$ cat src/rtl/ft_add_pkg.sv
// Shared types and constants for the fault-tolerant add/subtract unit.
// Latency: n/a (declarations only).
// Backpressure: n/a.
package ft_add_pkg;

  typedef enum logic [1:0] {
    IDLE = 2'd0,
    EXEC = 2'd1,
    DONE = 2'd2
  } state_e;

  // Two-rail status: only these two codes are ever driven.
  localparam logic [1:0] ERR_GOOD = 2'b10;
  localparam logic [1:0] ERR_BAD  = 2'b00;

  localparam logic [2:0] OP_ADD  = 3'b001;  // a + b
  localparam logic [2:0] OP_SUBA = 3'b010;  // a - b
  localparam logic [2:0] OP_SUBB = 3'b100;  // b - a

  // True only for exactly one of the three legal opcodes.
  function automatic logic op_is_onehot(input logic [2:0] op);
    return (op == OP_ADD) || (op == OP_SUBA) || (op == OP_SUBB);
  endfunction

endpackage

$ cat src/rtl/ft_add_lane.sv
// Ripple-carry adder lane with carry-parity prediction (perr flags a lane fault).
// Latency: combinational.
// Backpressure: none; the parent decides when the lane result is used.
module ft_add_lane
  import ft_add_pkg::*;
#(
  parameter int WIDTH = 8
) (
  input  logic [WIDTH-1:0] a,
  input  logic [WIDTH-1:0] b,
  input  logic             cin,
  input  logic             fi,
  output logic [WIDTH-1:0] sum,
  output logic             cout,
  output logic             perr
);

  logic [WIDTH:0]   c;
  logic [WIDTH-1:0] s;

  // Ripple the carry chain; the fault flip lands before parity is checked so perr sees it.
  always_comb begin
    c    = '0;
    s    = '0;
    c[0] = cin;
    for (int i = 0; i < WIDTH; i++) begin
      s[i]     = a[i] ^ b[i] ^ c[i];
      c[i+1]   = (a[i] & b[i]) | (c[i] & (a[i] ^ b[i]));
    end
    s[0] = s[0] ^ fi;
  end

  assign sum  = s;
  assign cout = c[WIDTH];
  // Sum parity must equal parity(a) ^ parity(b) ^ parity(carries into each bit).
  assign perr = (^s) ^ (^a) ^ (^b) ^ (^c[WIDTH-1:0]);

endmodule

$ cat src/rtl/ft_adder_pipe.sv
// Fault-tolerant add/sub: parity/one-hot input check, duplicated lanes with retry (FT_ADD_TMR_EN: three voted lanes).
// Latency: out_valid 2 cycles after accept, +1 per retry (max 2+MAX_RETRY).
// Backpressure: one op in flight; in_ready only in IDLE, result held in DONE until out_ready.
module ft_adder_pipe
  import ft_add_pkg::*;
#(
  parameter int WIDTH     = 8,
  parameter int MAX_RETRY = 2
) (
  input  logic             clk,
  input  logic             rst,
  input  logic             in_valid,
  output logic             in_ready,
  input  logic [WIDTH-1:0] a,
  input  logic [WIDTH-1:0] b,
  input  logic             par,
  input  logic [2:0]       op,
  input  logic             fi_lane1,
  output logic             out_valid,
  input  logic             out_ready,
  output logic [WIDTH-1:0] sum,
  output logic             cout,
  output logic [1:0]       err_code,
  output logic [15:0]      stat_retries
);

  localparam int RW = (MAX_RETRY < 1) ? 1 : $clog2(MAX_RETRY + 1);
`ifdef FT_ADD_TMR_EN
  localparam int NL = 3;
`else
  localparam int NL = 2;
`endif

  state_e           state_q, state_d;
  logic [WIDTH-1:0] a_q, a_d, b_q, b_d, sum_q, sum_d;
  logic [2:0]       op_q, op_d;
  logic             bad_q, bad_d, cout_q, cout_d, ovld_q, ovld_d;
  logic [1:0]       err_q, err_d;
  logic [RW-1:0]    retry_q, retry_d;
  logic [15:0]      stat_q, stat_d;

  // Operand conditioning shared by all lanes.
  logic [WIDTH-1:0] a_c, b_c;
  logic             cin;
  assign a_c = a_q ^ {WIDTH{op_q[2]}};
  assign b_c = b_q ^ {WIDTH{op_q[1]}};
  assign cin = op_q[1] | op_q[2];

  logic [WIDTH-1:0] lane_sum  [NL];
  logic [NL-1:0]    lane_cout;
  logic [NL-1:0]    lane_perr;
  logic [NL-1:0]    lane_fi;

  // Fault injection reaches lane 1 only while computing.
  always_comb begin
    lane_fi    = '0;
    lane_fi[1] = fi_lane1 & (state_q == EXEC);
  end

  for (genvar g = 0; g < NL; g++) begin : g_lane
    ft_add_lane #(.WIDTH(WIDTH)) u_lane (
      .a    (a_c),
      .b    (b_c),
      .cin  (cin),
      .fi   (lane_fi[g]),
      .sum  (lane_sum[g]),
      .cout (lane_cout[g]),
      .perr (lane_perr[g])
    );
  end

  logic [WIDTH:0] r0, r1, voted;
  logic           mismatch;
  assign r0 = {lane_cout[0], lane_sum[0]};
  assign r1 = {lane_cout[1], lane_sum[1]};

`ifdef FT_ADD_TMR_EN
  logic [WIDTH:0] r2;
  logic           ag01, ag02, ag12;
  assign r2 = {lane_cout[2], lane_sum[2]};
  // Vote among parity-clean lanes: any agreeing clean pair carries the majority value.
  always_comb begin
    ag01     = ~lane_perr[0] & ~lane_perr[1] & (r0 == r1);
    ag02     = ~lane_perr[0] & ~lane_perr[2] & (r0 == r2);
    ag12     = ~lane_perr[1] & ~lane_perr[2] & (r1 == r2);
    voted    = (ag01 | ag02) ? r0 : r1;
    mismatch = ~(ag01 | ag02 | ag12);
  end
`else
  // Duplication: any lane disagreement or parity error forces a retry.
  always_comb begin
    voted    = r0;
    mismatch = (r0 != r1) | lane_perr[0] | lane_perr[1];
  end
`endif

  // Next-state and handshake logic; outputs come straight from registers.
  always_comb begin
    state_d  = state_q;
    a_d      = a_q;
    b_d      = b_q;
    op_d     = op_q;
    bad_d    = bad_q;
    sum_d    = sum_q;
    cout_d   = cout_q;
    err_d    = err_q;
    ovld_d   = ovld_q;
    retry_d  = retry_q;
    stat_d   = stat_q;
    in_ready = (state_q == IDLE) & ~rst;
    case (state_q)
      IDLE: begin
        if (in_valid) begin
          a_d     = a;
          b_d     = b;
          op_d    = op;
          bad_d   = ~((^a) ^ (^b) ^ par) | ~op_is_onehot(op);
          state_d = EXEC;
        end
      end
      EXEC: begin
        if (bad_q) begin
          sum_d   = '0;
          cout_d  = 1'b0;
          err_d   = ERR_BAD;
          ovld_d  = 1'b1;
          state_d = DONE;
        end else if (!mismatch) begin
          {cout_d, sum_d} = voted;
          err_d   = ERR_GOOD;
          ovld_d  = 1'b1;
          state_d = DONE;
        end else if (retry_q < RW'(MAX_RETRY)) begin
          retry_d = retry_q + 1'b1;
          if (stat_q != 16'hFFFF) stat_d = stat_q + 16'd1;
        end else begin
          {cout_d, sum_d} = r0;
          err_d   = ERR_BAD;
          ovld_d  = 1'b1;
          state_d = DONE;
        end
      end
      DONE: begin
        if (out_ready) begin
          ovld_d  = 1'b0;
          retry_d = '0;
          state_d = IDLE;
        end
      end
      default: state_d = IDLE;
    endcase
  end

  // State register with synchronous reset; reset abandons any operation in flight.
  always_ff @(posedge clk) begin
    if (rst) begin
      state_q <= IDLE;
      a_q     <= '0;
      b_q     <= '0;
      op_q    <= '0;
      bad_q   <= 1'b0;
      sum_q   <= '0;
      cout_q  <= 1'b0;
      err_q   <= ERR_BAD;
      ovld_q  <= 1'b0;
      retry_q <= '0;
      stat_q  <= '0;
    end else begin
      state_q <= state_d;
      a_q     <= a_d;
      b_q     <= b_d;
      op_q    <= op_d;
      bad_q   <= bad_d;
      sum_q   <= sum_d;
      cout_q  <= cout_d;
      err_q   <= err_d;
      ovld_q  <= ovld_d;
      retry_q <= retry_d;
      stat_q  <= stat_d;
    end
  end

  assign out_valid    = ovld_q;
  assign sum          = sum_q;
  assign cout         = cout_q;
  assign err_code     = err_q;
  assign stat_retries = stat_q;

endmodule

$ cat config.mk
export PLATFORM = sky130hd
export DESIGN_NAME = ft_adder_pipe
export DESIGN_NICKNAME = d
export VERILOG_FILES = /design/src/rtl/ft_add_pkg.sv /design/src/rtl/ft_add_lane.sv /design/src/rtl/ft_adder_pipe.sv
export SDC_FILE = /design/constraint.sdc
export NUM_CORES = 1
export LEC_CHECK = 0
export ABC_CLOCK_PERIOD_IN_PS = 5750
export CAP_MARGIN = 20
export CORE_MARGIN = 1.5
export CORE_UTILIZATION = 47
export CTS_CLUSTER_DIAMETER = 120
export DETAILED_ROUTE_END_ITERATION = 6
export PLACE_DENSITY = 0.73
export SLEW_MARGIN = 25
export SYNTH_ARGS = -nofsm -noshare
export SYNTH_HDL_FRONTEND = slang
export SYNTH_SLANG_ARGS = --single-unit
$ cat constraint.sdc
create_clock -name clk -period 5.75 [get_ports clk]
set_clock_uncertainty 0.1 [all_clocks]
set_input_delay 1.15 -clock clk [delete_from_list [all_inputs] [get_ports clk]]
set_output_delay 1.15 -clock clk [all_outputs]
set_load 0.1 [all_outputs]
After elaboration in Yosys (flattened, before gate mapping)
Cells that the tools add are included.
{"block": "totals", "reg_bits": 52, "memories": 0, "input_bits": 25, "mem_bits_rw": 0, "elab_cells": 130, "rom_bits": 0, "output_inout_bits": 29, "latch_bits": 0}
{"block": "classes", "n_lt_le_gt_ge": 1, "reduce_logical": 17, "bitwise_logic": 61, "n_mux": 24, "addsub": 2, "n_eq_ne": 14, "shift": 0, "multipliers": 0, "n_div": 0}
{"op": "parity 8 bit", "n": 7}
{"op": "XOR 1 bit", "n": 25}
{"op": "two-way mux 8 bit", "n": 3}
{"op": "two-way mux 2 bit", "n": 11}
{"op": "bitwise AND 1 bit", "n": 18}
{"op": "adder 16 x 1 -> 16 bit (second input constant)", "n": 1}
{"op": "inequality test 16 bit (second input constant)", "n": 1}
{"op": "XOR 8 bit", "n": 2}
{"op": "bitwise OR 1 bit", "n": 12}
{"op": "AND reduction 5 bit", "n": 2}
{"op": "inequality test 2 bit (second input constant)", "n": 4}
{"op": "two-way mux 1 bit", "n": 7}
{"op": "case mux 2 bit (3 select lines)", "n": 1}
{"op": "AND reduction 3 bit", "n": 2}
{"op": "inequality test 4 bit (second input constant)", "n": 1}
{"op": "inverter 1 bit", "n": 4}
{"op": "case mux 2 bit (2 select lines)", "n": 1}
{"op": "AND reduction 2 bit", "n": 2}
{"op": "== test 3 x 1 -> 1 bit (second input constant)", "n": 1}
{"op": "== test 3 x 2 -> 1 bit (second input constant)", "n": 1}
{"op": "== test 3 bit (second input constant)", "n": 1}
{"op": "inequality test 3 bit (second input constant)", "n": 1}
{"op": "adder 2 x 1 -> 2 bit (second input constant)", "n": 1}
{"op": "== test 2 x 1 -> 1 bit (second input constant)", "n": 1}
{"op": "other kinds (8)", "n": 9}

Depth between registers and ports, before layout
{"block": "depth", "word_depth": 26, "depth_mapped": 23, "depth_no_buf": 20}

By module
Synthesis repeated with hierarchy kept, for this count alone.
{"block": "unflattened", "cells_unflattened": 416, "area_unflattened_um2": 3703.6}
{"mod": "ft_adder_pipe", "area_each_um2": 2715.1, "seq_area_each_um2": 1001.0, "cells_each": 312, "n_inst": 1}
{"mod": "ft_add_lane", "area_each_um2": 494.2, "seq_area_each_um2": 0.0, "cells_each": 52, "n_inst": 2}

Worst setup path before layout
Ideal clock, no wire load.
{"block": "synth_timing", "kind": "reg2reg", "startpoint": "register op_q[2]", "endpoint": "register stat_q[13], in the netlist stat_retries[13]", "required_ps": 5580, "path_slack_ps": 179, "setup_time_ps": 70, "n_path_buf": 1, "stages_incl_launch_ff": 22, "t_arrival_ps": 5400, "period_less_slack_ps": 5571, "cell_sequence": "dfxtp_1 buf_6 or2_4 fa_1 fa_1 fa_1 inv_1 fa_1 fa_1 inv_1 fa_1 fa_1 inv_1 fa_1 xnor2_1 xnor2_1 xnor2_1 xnor2_1 xnor2_1 o211ai_2 or4_1 a21oi_1"}
{"block": "synth_between", "elab_chain_len": 24, "word_cells_on_any_way": 54, "classes_between": "eq/ne: 1; bitwise: 48; reduce/logical: 5"}
{"item": "start: declaration", "line_no": "ft_adder_pipe.sv:36", "text": "logic [2:0] op_q, op_d;"}
{"item": "start signal: assignment", "line_no": "ft_adder_pipe.sv:172", "text": "op_q <= op_d;"}
{"item": "XOR 8 bit", "line_no": "ft_adder_pipe.sv:45", "text": "assign a_c = a_q ^ {WIDTH{op_q[2]}};"}
{"item": "XOR 1 bit", "line_no": "ft_add_lane.sv:27, ft_add_lane.sv:28"}
{"item": "bitwise AND 1 bit", "line_no": "ft_add_lane.sv:28", "text": "c[i+1] = (a[i] & b[i]) | (c[i] & (a[i] ^ b[i]));"}
{"item": "bitwise OR 1 bit", "line_no": "ft_add_lane.sv:28"}
{"item": "bitwise AND 1 bit", "line_no": "ft_add_lane.sv:28"}
{"item": "bitwise OR 1 bit", "line_no": "ft_add_lane.sv:28"}
{"item": "bitwise AND 1 bit", "line_no": "ft_add_lane.sv:28"}
{"item": "bitwise OR 1 bit", "line_no": "ft_add_lane.sv:28"}
{"item": "(+6 left out)"}
{"item": "bitwise AND 1 bit", "line_no": "ft_add_lane.sv:28"}
{"item": "bitwise OR 1 bit", "line_no": "ft_add_lane.sv:28"}
{"item": "XOR 1 bit", "line_no": "ft_add_lane.sv:27", "text": "s[i] = a[i] ^ b[i] ^ c[i];"}
{"item": "parity 8 bit", "line_no": "ft_add_lane.sv:36", "text": "assign perr = (^s) ^ (^a) ^ (^b) ^ (^c[WIDTH-1:0]);"}
{"item": "XOR 1 bit (3 in a row)", "line_no": "ft_add_lane.sv:36"}
{"item": "bitwise OR 1 bit", "line_no": "ft_adder_pipe.sv:93", "text": "mismatch = (r0 != r1) | lane_perr[0] | lane_perr[1];"}
{"item": "bitwise OR 1 bit *", "line_no": "ft_adder_pipe.sv:93"}
{"item": "AND reduction 5 bit (no source line) *"}
{"item": "end signal: assignment", "line_no": "ft_adder_pipe.sv:179", "text": "stat_q <= stat_d;"}
{"item": "end: declaration", "line_no": "ft_adder_pipe.sv:40", "text": "logic [15:0] stat_q, stat_d;"}
Mark *: on every way between the ends. The rest lies on a longest branch, timed or not.
A chain may end at the register's enable or synchronous reset.

Worst setup path in the final report
{"block": "layout_timing", "startpoint": "register op_q[2]", "endpoint": "register stat_q[14], in the netlist stat_retries[14]"}
The elaborated chain is that of the path after synthesis.

==> results.tsv <==
stage	metric	value	unit
run_status	status	complete, no violations	
timing	Slew Viols, Final	0	
setup_path	Crit path arrival time	5.65	ns
die	die height	81.5	µm
logic_synthesis	share of the synthesized area in the top cell type	34.6	%
setup_path	CP dominant cell by count	fa_2	
clock_tree	Clock transition at path regs	0.09	ns
power	P_sw	1.24	mW
setup_path	Setup CP Type	reg -> reg	
timing	hold slack	0.369	ns
routing	DR DRC count	0	
logic_synthesis	post-synthesis register bit count	50	
routing	WL met2	2.97	mm
logic_synthesis	synthesized netlist net count	368	
place	post-DP HPWL	4.67	mm
setup_path	cells along the critical path	or2_4 > fa_2 > fa_2 > fa_2 > inv_2 > fa_2 > fa_2 > inv_1 > fa_2 > fa_2 > inv_2 > fa_2 > xnor2_2 > xnor2_1 > xnor2_1 > xnor2_1 > xnor2_1 > o211ai_2 > buf_6 > or4_1 > a21oi_1	
global_routing	number of global-route vias before repair	2196	
setup_path	Crit path largest cell delay	0.45	ns
logic_synthesis	Post-synth EDFFs	0	
logic_synthesis	Synth area leaders	dfxtp_1 35%, xnor2_1 14%, a21oi_1 6.2%	
die	site row count	28	
logic_synthesis	Ys Warns	0	
timing	final hold violation count	0	
setup_path	worst-path fanout max	6	
timing	Worst-Margin Slew	0.977	ns
clock_tree	clock buffer count from CTS	5	
logic_synthesis	FFs w/ async S/R, synth	0	%
layout	fillers	508	
routing	Metal-1 WL	3.14	mm
layout	layout cells sized above 1	10.7	%
clock_tree	TritonCTS clock tree	done	
logic_synthesis	count leader, synth	dfxtp_1	
layout	n_diodes	0	
timing	crit share post-route	95.8	%
logic_synthesis	post-synth top area cell	dfxtp_1	
logic_synthesis	Avg Inst Size Synth	8.79	µm²
clock_tree	Sink Count	50	
logic_synthesis	register area share after synthesis	34.6	%
die	Die ar.	6630	µm²
min_path	hold crit path type	reg -> reg	
setup_path	Crit-path slowest cell	fa_2	
place	Cell Area, Placed	3490	µm²
power	Power Internal	1.36	mW
routing	Initial DRC Count	137	
routing	vias	2432	
timing	Max-slew headroom	34.7	%
clock_tree	buffer depth of the longest clock path	2	
power	worst vdd ir	0.609	mV
place	placer congestion estimate	0.913	
layout	area occupied by registers	1000	µm²
layout	design area	3680	µm²
routing	per-cell routed wire length	13.6	µm
setup_path	Crit path buffers/inverters	4	
global_routing	first-pass GRT wire length	10.3	mm
setup_path	CP Data Required Time	5.89	ns
routing	met3 wire length	196	µm
setup_path	element type at the critical path start	flop	
clock_tree	# hold bufs at CTS	0	
timing	# setup viols final	0	
layout	area of the multi-input gates	1800	µm²
routing	drt via density	5.19	
logic_synthesis	synth cell count leaders	50 x dfxtp_1, 46 x xnor2_1, 43 x nand2_1	
power	Logic pwr share	73.8	%
global_routing	pin count of the biggest net entering global routing	49	
logic_synthesis	Synth cell types	42	
logic_synthesis	cells after synthesis	329	
run	Max-Cap Viols	0	
power	Sw Share	47.6	%
place	Place WS	-0.140	ns
die	die width	81.5	µm
setup_path	Worst setup EP type	flop	
timing	final worst slack	0.240	ns
power	Flop pwr share	18.0	%
power	Lkg Pwr	1.35	nW
global_routing	GRT Util Overall	20.1	%
clock_tree	clk root buf	clkbuf_8	
clock_tree	# H-tree levels	2	
timing	min Tclk post-route	5.51	ns
die	Ports	54	
logic_synthesis	Post-synth top flop	dfxtp_1	
layout	P&R area growth vs syn	27.2	%
routing	Post-Route WL	6.37	mm
global_routing	initial antenna violation count	0	
power	Clk pwr share	8.2	%
layout	Total Nets Final	432	
clock_tree	Skew-Pair Late Insertion Delay	0.30	ns
global_routing	grt ovf	0	
routing	top routing layer used	met4	
setup_path	CP delay by family, top	adder cells	
die	core footprint	5920	µm²
logic_synthesis	Post-Syn Area	2890	µm²
routing	Initial DRT Pass Iterations	4	
power	power per cell area	708	nW/µm²
timing	maximum clock rate	182	MHz
die	initial core utilization	48.9	%
routing	post-route ant nets	0	
place	Port-buffer cells	52	
-- cell families after synthesis --
kind of cell | Yosys count | share of synthesized area, %
AOI/OAI and AO/OA | 70 | 14.2
xor gates and xnor gates | 64 | 19.9
adders and majority gates | 14 | 8.13
buffers and inverters | 22 | 4.15
DFF | 50 | 34.6
muxes | 4 | 1.43
other | 1 | 0.130
and+or+nand+nor | 104 | 17.5
-- through the flow --
stage / power, mW / util [%] / setup TNS (ns) / instances
2_1_floorplan: 1.80 / - / 0 / 329
3_3_place_gp: 2.13 / 59.0 / 0 / 453
3_5_place_dp: 2.15 / 59.0 / -0.992 / 453
4_1_cts: 2.50 / 61.0 / 0 / 463
5_1_grt: 2.78 / 62.1 / -0.0225 / 469
6_report: 2.60 / 62.1 / 0 / 469
-- path summary, 6_finish.rpt --
path | startpoint | end | slack [ns] | depth (start not counted)
worst max-delay path | op_q[2] | stat_retries[14] | 0.24 | 21
worst min-delay path | sum[3] | sum[3] | 0.37 | 1
worst max register to register | op_q[2] | stat_retries[14] | 0.24 | 21
worst min register to register | sum[3] | sum[3] | 0.37 | 1
-- what timing repair did --
action	4_1_cts	5_1_grt
endpoints found under the setup margin	14	25
cloned	0	1
buffers inserted	2	5
endpoints found under the hold margin	0	0
pin swaps	3	7
resized for setup	5	10
-- registers in the layout, summed over array words and instances, names as in the netlist --
name,cells
retry_q,2
b_q,8
bad_q,1
out_valid,1
cout,1
state_q,2
sum,8
a_q,8
op_q,2
err_code,1
stat_retries,16
-- routing by layer --
metal	up-vias	GRT usage, %
met5	-	0
met4	0	4.66
met3	6	3.78
met2	42	31.8
met1	1142	28.4
li1	1242	-
-- layout by cell type, fill, tap and decap left out, types with 2 or more instances in the layout --
master | netlist | routed
a21oi_1 | 36 | 36
a22o_1 | 5 | 5
and2_1 | 2 | 2
and3_1 | 4 | 4
buf_4 | 1 | 16
buf_6 | 3 | 2
clkbuf_8 | 0 | 6
clkdlybuf4s50_1 | 0 | 51
dfxtp_1 | 50 | 49
fa_2 | 0 | 8
ha_1 | 6 | 6
inv_1 | 9 | 7
inv_2 | 0 | 2
mux2i_1 | 3 | 3
nand2_1 | 43 | 43
nand2b_1 | 7 | 7
nand3_1 | 9 | 9
nand4_1 | 3 | 3
nor2_1 | 15 | 15
o21ai_0 | 14 | 13
o21ai_1 | 3 | 4
o2bb2ai_1 | 4 | 4
o31ai_1 | 3 | 3
or3_1 | 10 | 10
or4_1 | 4 | 4
xnor2_1 | 46 | 45
xor2_1 | 17 | 17
-- power by group through the flow --
stage	registers, mW	logic, mW	clock network (mW)
final	0.468	1.92	0.214
after floorplan	0.692	1.10	0
after CTS	0.468	1.81	0.217
after global routing	0.479	2.07	0.231
after global placement	0.475	1.65	0
after detailed placement	0.476	1.67	0
-- area by class of cell --
type                    count  share of cell area, %
clock inverters             1                  0.136
repair buffers             70                   17.9
multi-input cells         257                   48.9
inverters                   9                  0.918
flip-flops and latches     50                   27.2
well taps                  75                   2.55
clock buffers               7                   2.35
(Power assumes the default switching activity.)
